<file path="config.mk">
export PLATFORM = sky130hd
export DESIGN_NAME = dac_ddr_fmt
export DESIGN_NICKNAME = d
export VERILOG_FILES = /design/src/rtl/dac_ddr_fmt_pkg.sv /design/src/rtl/dac_ddr_fmt_ddr_out_cell.sv /design/src/rtl/dac_ddr_fmt.sv
export SDC_FILE = /design/constraint.sdc
export NUM_CORES = 1
export LEC_CHECK = 0
export ABC_AREA = 1
export CORE_MARGIN = 10
export CORE_UTILIZATION = 40
export DETAILED_ROUTE_END_ITERATION = 7
export GPL_ROUTABILITY_DRIVEN = 0
export PLACE_DENSITY_LB_ADDON = 0.15
export SLEW_MARGIN = 25
export SYNTH_ARGS = -nofsm -noshare
export SYNTH_HDL_FRONTEND = slang
export SYNTH_SLANG_ARGS = --single-unit
</file>
<file path="constraint.sdc">
create_clock -name clk -period 2.02 [get_ports clk]
set_input_delay 0.505 -clock clk [delete_from_list [all_inputs] [get_ports clk]]
set_output_delay 0.505 -clock clk [all_outputs]
set_load 0.02 [all_outputs]
</file>
<file path="src/rtl/dac_ddr_fmt_pkg.sv">
// Shared types for the DDR DAC formatter: requested-mode codes, FSM state encoding, mode decode.
package dac_ddr_fmt_pkg;

  localparam logic [1:0] MODE_MUTE = 2'd0;
  localparam logic [1:0] MODE_RUN  = 2'd1;
  localparam logic [1:0] MODE_TEST = 2'd2;

  typedef enum logic [1:0] {
    ST_MUTE  = 2'd0,
    ST_RUN   = 2'd1,
    ST_TEST  = 2'd2,
    ST_GUARD = 2'd3
  } state_t;

  // The reserved code 3 folds into MUTE.
  function automatic state_t mode_to_state(input logic [1:0] m);
    case (m)
      MODE_RUN:  return ST_RUN;
      MODE_TEST: return ST_TEST;
      default:   return ST_MUTE;
    endcase
  endfunction

endpackage

</file>
<file path="src/rtl/dac_ddr_fmt_ddr_out_cell.sv">
// One DAC pin DDR register: d0 launched on the rising edge, d1 on the falling edge.
// Async reset forces the pin to rst_val immediately; no flow control.
module ddr_out_cell #(
  parameter bit rst_val = 1'b0
) (
  input  logic clk,
  input  logic rst_n,
  input  logic d0,
  input  logic d1,
  output logic q
);

`ifdef DAC_DDR_FDDRRSE
  // Vendor DDR flop; the set/reset pair selects this bit's midscale reset value.
  FDDRRSE u_fddr (
    .Q  (q),
    .C0 (clk),
    .C1 (~clk),
    .CE (1'b1),
    .D0 (d0),
    .D1 (d1),
    .R  (~rst_n & ~rst_val),
    .S  (~rst_n & rst_val)
  );
`else
  logic q_p;
  logic q_n;

  always_ff @(posedge clk or negedge rst_n) begin
    if (!rst_n) q_p <= rst_val;
    else        q_p <= d0;
  end

  always_ff @(negedge clk or negedge rst_n) begin
    if (!rst_n) q_n <= rst_val;
    else        q_n <= d1;
  end

  // High phase shows the rising-edge half, low phase the falling-edge half.
  assign q = clk ? q_p : q_n;
`endif

endmodule

</file>
<file path="src/rtl/dac_ddr_fmt.sv">
// Multi-channel DDR DAC formatter: MUTE/RUN/TEST with midscale guard on mode change, starvation hold and auto-mute.
// data0 reaches dac one posedge after capture, data1 one negedge later; no backpressure, invalid input repeats the last pair.
module dac_ddr_fmt
  import dac_ddr_fmt_pkg::*;
#(
  parameter int width      = 16,
  parameter int nch        = 2,
  parameter bit signed_in  = 1'b1,
  parameter int guard_len  = 8,
  parameter int starve_lim = 16
) (
  input  logic                   clk,
  input  logic                   rst_n,
  input  logic [1:0]             mode,
  input  logic                   mode_stb,
  input  logic                   in_valid,
  input  logic [nch*width-1:0]   data0,
  input  logic [nch*width-1:0]   data1,
  output logic [nch*width-1:0]   dac,
  output logic                   busy,
  output logic                   starved,
  output logic [15:0]            uf_cnt
);

  localparam int W  = nch * width;
  localparam int GW = (guard_len > 1) ? $clog2(guard_len) : 1;
  localparam int SW = $clog2(starve_lim + 1);

  localparam logic [width-1:0] MID       = {1'b1, {(width-1){1'b0}}};
  localparam logic [W-1:0]     MID_ALL   = {nch{MID}};
  localparam logic [W-1:0]     SIGN_MASK = signed_in ? MID_ALL : '0;
  localparam logic [width-1:0] RAMP_ONE  = width'(1);
  localparam logic [width-1:0] RAMP_TWO  = width'(2);

  state_t         state_q, state_d;
  state_t         tgt_q, tgt_d;
  logic [GW-1:0]  gcnt_q, gcnt_d;
  logic [SW-1:0]  scnt_q, scnt_d;
  logic           starved_d;
  logic [15:0]    uf_d;
  logic           starve_trip;

  always_comb begin
    state_d     = state_q;
    tgt_d       = tgt_q;
    gcnt_d      = gcnt_q;
    scnt_d      = '0;
    starved_d   = starved;
    uf_d        = uf_cnt;
    starve_trip = 1'b0;

    if (state_q == ST_RUN && !in_valid) begin
      scnt_d      = scnt_q + SW'(1);
      starve_trip = (scnt_d == SW'(starve_lim));
      if (uf_cnt != 16'hFFFF) uf_d = uf_cnt + 16'd1;
    end

    case (state_q)
      ST_GUARD: begin
        if (gcnt_q == '0) state_d = tgt_q;
        else              gcnt_d  = gcnt_q - GW'(1);
      end
      ST_RUN: begin
        // Starvation drops straight to MUTE without a guard interval.
        if (starve_trip) begin
          state_d   = ST_MUTE;
          starved_d = 1'b1;
        end
      end
      default: ;
    endcase

    // A strobe overrides everything, including a concurrent starvation trip.
    if (mode_stb) begin
      tgt_d     = mode_to_state(mode);
      gcnt_d    = GW'(guard_len - 1);
      state_d   = ST_GUARD;
      starved_d = 1'b0;
    end
  end

  always_ff @(posedge clk or negedge rst_n) begin
    if (!rst_n) begin
      state_q <= ST_MUTE;
      tgt_q   <= ST_MUTE;
      gcnt_q  <= '0;
      scnt_q  <= '0;
      starved <= 1'b0;
      uf_cnt  <= '0;
    end else begin
      state_q <= state_d;
      tgt_q   <= tgt_d;
      gcnt_q  <= gcnt_d;
      scnt_q  <= scnt_d;
      starved <= starved_d;
      uf_cnt  <= uf_d;
    end
  end

  assign busy = (state_q == ST_GUARD);

  logic [width-1:0] ramp_q;
  logic [width-1:0] ramp_p1;
  logic [W-1:0]     st0_q, st1_q, st1_n_q;

  assign ramp_p1 = ramp_q + RAMP_ONE;

  always_ff @(posedge clk or negedge rst_n) begin
    if (!rst_n) begin
      st0_q  <= MID_ALL;
      st1_q  <= MID_ALL;
      ramp_q <= '0;
    end else begin
      // Ramp restarts from zero whenever TEST is (re)entered.
      ramp_q <= (state_q == ST_TEST) ? ramp_q + RAMP_TWO : '0;
      case (state_q)
        ST_RUN: begin
          if (in_valid) begin
            st0_q <= data0 ^ SIGN_MASK;
            st1_q <= data1 ^ SIGN_MASK;
          end
        end
        ST_TEST: begin
          st0_q <= {nch{ramp_q}};
          st1_q <= {nch{ramp_p1}};
        end
        default: begin
          st0_q <= MID_ALL;
          st1_q <= MID_ALL;
        end
      endcase
    end
  end

  // Second half retimed to the falling edge before it feeds the cell's low-phase input.
  always_ff @(negedge clk or negedge rst_n) begin
    if (!rst_n) st1_n_q <= MID_ALL;
    else        st1_n_q <= st1_q;
  end

  for (genvar i = 0; i < W; i++) begin : g_bit
    ddr_out_cell #(
      .rst_val((i % width) == (width - 1))
    ) u_cell (
      .clk   (clk),
      .rst_n (rst_n),
      .d0    (st0_q[i]),
      .d1    (st1_n_q[i]),
      .q     (dac[i])
    );
  end

endmodule

</file>
==> flow_metrics.env <==
export IMPL_drive_above_1_share=0.2153
export IMPL_post_drt_via_cell_ratio=4.815
export IMPL_dp_cells=1161
export IMPL_drc=0
export IMPL_fin_tns_setup_ps=-22890
export IMPL_yosys_most_used_dff="dfrtp_1"
export IMPL_hold_viol=0
export IMPL_synth_warnings=0
export IMPL_status="finished, violations left"
export IMPL_worstPathArrival_ps=2380
export IMPL_antenna_left=0
export IMPL_layout_nets=1062
export IMPL_worstSetupStartpointType="register"
export IMPL_peakVddDrop_mv=0.9076
export IMPL_drt_initial_drc_count=302
export IMPL_overflow=0
export IMPL_avgRoutedWirePerCell_um=15.65
export IMPL_track_usage=0.1550
export IMPL_tightest_slew_ps=381.9
export IMPL_cts_tree="done"
export IMPL_die_width_um=162.8
export IMPL_io_buffers=119
export IMPL_synth_nets=885
export IMPL_async_reset_ff_frac=1.000
export IMPL_path_clk_slew_ps=80
export IMPL_antenna_found_initial=0
export IMPL_muxShareOfSynthArea=0
export IMPL_holdCritPathClass="reg2reg"
export IMPL_crit_fanout=1
export IMPL_start_util=0.4043
export IMPL_setup_worst_path_end_class="primary output"
export IMPL_clk_latency_ps=1060
export IMPL_fp_dieArea_um2=26500
export IMPL_insertedDiodeCount=0
export IMPL_leakage_nw=6.021
export IMPL_dp_hpwl_mm=13.02
export IMPL_route_final_wire_length_mm=20.01
export IMPL_path_class="reg2out"
export IMPL_synth_cells=805
export IMPL_synth_xor_area_share=0.01289
export IMPL_cp_required_ps=1510
export IMPL_fill_cells=1701
export IMPL_rows=52
export IMPL_grt_pass1_wl_mm=33.35
export IMPL_grt_pass1_vias=7123
export IMPL_area_growth_pct=42.26
export IMPL_violations="setup timing"
export IMPL_first_pass_iters=4
export IMPL_vias=6153
export IMPL_synth_area_um2=8154
export IMPL_ys_top_cells_by_count="247 x nand2_1, 134 x dfrtp_1, 73 x a21oi_1"
export IMPL_fin_cells=1278
export IMPL_fp_dieH_um=162.8
export IMPL_fin_hold_ws_ps=229.7
export IMPL_timing_slew_headroom=0.7440
export IMPL_synthAdderAreaFrac=0.01534
export IMPL_synth_area_top_cells="dfrtp_1 41%, dfrtn_1 18%, nand2_1 11%"
export IMPL_clock_skew_ps=476.0
export IMPL_synth_seq_cells=204
export IMPL_avgSynthCellArea_um2=10.13
export IMPL_finalSetupViolCount=64
export IMPL_synth_simple_area_share=0.1605
export IMPL_synth_compound_area_share=0.1174
export IMPL_pin_count=120
export IMPL_seq_area_frac_synth=0.6276
export IMPL_yosys_area_top_type="dfrtp_1"
export IMPL_synth_edf_count=0
export IMPL_power_density_nw_per_um2=1458
export IMPL_coreArea_um2=20170
export IMPL_grt_max_degree=62
export IMPL_netlist_cell_type_count=33
export IMPL_finalPower_mw=16.91
export IMPL_drv_slew=0
export IMPL_synth_top_area_frac=0.4112
export IMPL_cap_violations=0
export IMPL_synth_top_family_by_area="simple AND/OR/NAND/NOR gates"
export IMPL_yosysMostFrequentCell="nand2_1"
export IMPL_dpl_worst_slack_ps=-666.0
export IMPL_fin_ws_ps=-864.0
export IMPL_rsz0062_at_grt="yes"
stage by stage:
stage	utilization	instance area [um2]
after floorplan	-	8262
after global placement	0.4770	9620
after detailed placement	0.4770	9620
after CTS	0.5746	11590
after global routing	0.5751	11600
final	0.5751	11600
per-layer routing:
metal | vias to the layer above | global-route usage | wire length [um]
met4 | 0 | 0.1201 | 783
met3 | 68 | 0.07381 | 1620
met5 | - | 0 | 0
met2 | 199 | 0.2172 | 9266
li1 | 2966 | - | -
met1 | 2920 | 0.1793 | 8334
what timing repair did:
item / 4_1_cts / 5_1_grt
pin swaps: 6 / 12
gates cloned: 0 / 0
hold buffers: 1 / 0
endpoints found under the setup margin: 114 / 65
endpoints found under the hold margin: 17 / 0
setup buffers: 13 / 0
gates resized for setup: 231 / 7
power breakdown:
| group | switching, mW | internal [mW] | total [mW] |
|---|---|---|---|
| registers | 0.279 | 4.74 | 5.02 |
| logic | 0.948 | 0.640 | 1.59 |
| clock network | 4.52 | 5.78 | 10.3 |
| total | 5.75 | 11.2 | 16.9 |
flip-flops by register name, indices dropped and copies added (netlist names), 2 cells and up:
register          cells
st1_n_q              32
g_bit.u_cell.q_p     32
st0_q                32
ramp_q               15
gcnt_q                3
st1_q                32
g_bit.u_cell.q_n     32
scnt_q                5
state_q               2
tgt_q                 2
uf_cnt               16
cells in the final DEF (no fill, tap or decap), types with 12 or more instances in the layout:
master,synthesis,final
nand2_1,247,231
dfrtp_1,134,134
a21oi_1,73,73
clkdlybuf4s50_1,0,68
dfrtn_1,60,60
a21o_1,56,56
clkbuf_16,0,44
inv_6,0,37
buf_6,2,35
inv_1,34,33
nor2_1,27,27
buf_4,38,26
nand3_1,23,23
dlygate4sd2_1,0,17
o21ai_0,16,16
nand2_2,1,16
buf_12,0,12
worst max-delay path, cell delays in order, from the launching register on:
cell and delay (ps):
dfrtn_1 390, nand2_1 60, nand2_2 70, buf_6 120
cell type report:
class,count,area [um2],area share
Clock inverter,57,640.6,0.05523
Tap cell,270,337.8,0.02912
Timing Repair Buffer,119,1191,0.1027
Inverter,38,145.1,0.01251
Multi-Input combinational cell,500,2544,0.2193
Clock buffer,90,1624,0.1400
Sequential cell,204,5117,0.4412
final timing paths:
| check | start | depth (start not counted) | slack, ps | end |
|---|---|---|---|---|
| worst max register to register | st1_q[19]$_DFFE_PN0N_ | 0 | 210 | st1_n_q[19]$_DFF_NN0_ |
| max in group asynchronous | rst_n | 3 | 240 | g_bit[23].u_cell.q_n$_DFF_NN0_ |
| worst min-delay path | st0_q[11]$_DFFE_PN0N_ | 0 | 230 | g_bit[11].u_cell.q_p$_DFF_PN0_ |
| worst max-delay path | g_bit[1].u_cell.q_n$_DFF_NN0_ | 3 | -860 | dac[1] |
| min in group asynchronous | rst_n | 3 | 280 | st0_q[27]$_DFFE_PN0N_ |
| worst min register to register | st0_q[11]$_DFFE_PN0N_ | 0 | 230 | g_bit[11].u_cell.q_p$_DFF_PN0_ |
cells by family (layout without fill, tap and decap cells):
logic type	after synthesis	after routing
buffers and inverters	101	304
DFF	204	204
AOI/OAI and AO/OA	158	158
and+or+nand+nor	320	320
adders and majority gates	10	10
xor gates and xnor gates	12	12
Note: power is estimated with default switching activity, not from simulation.
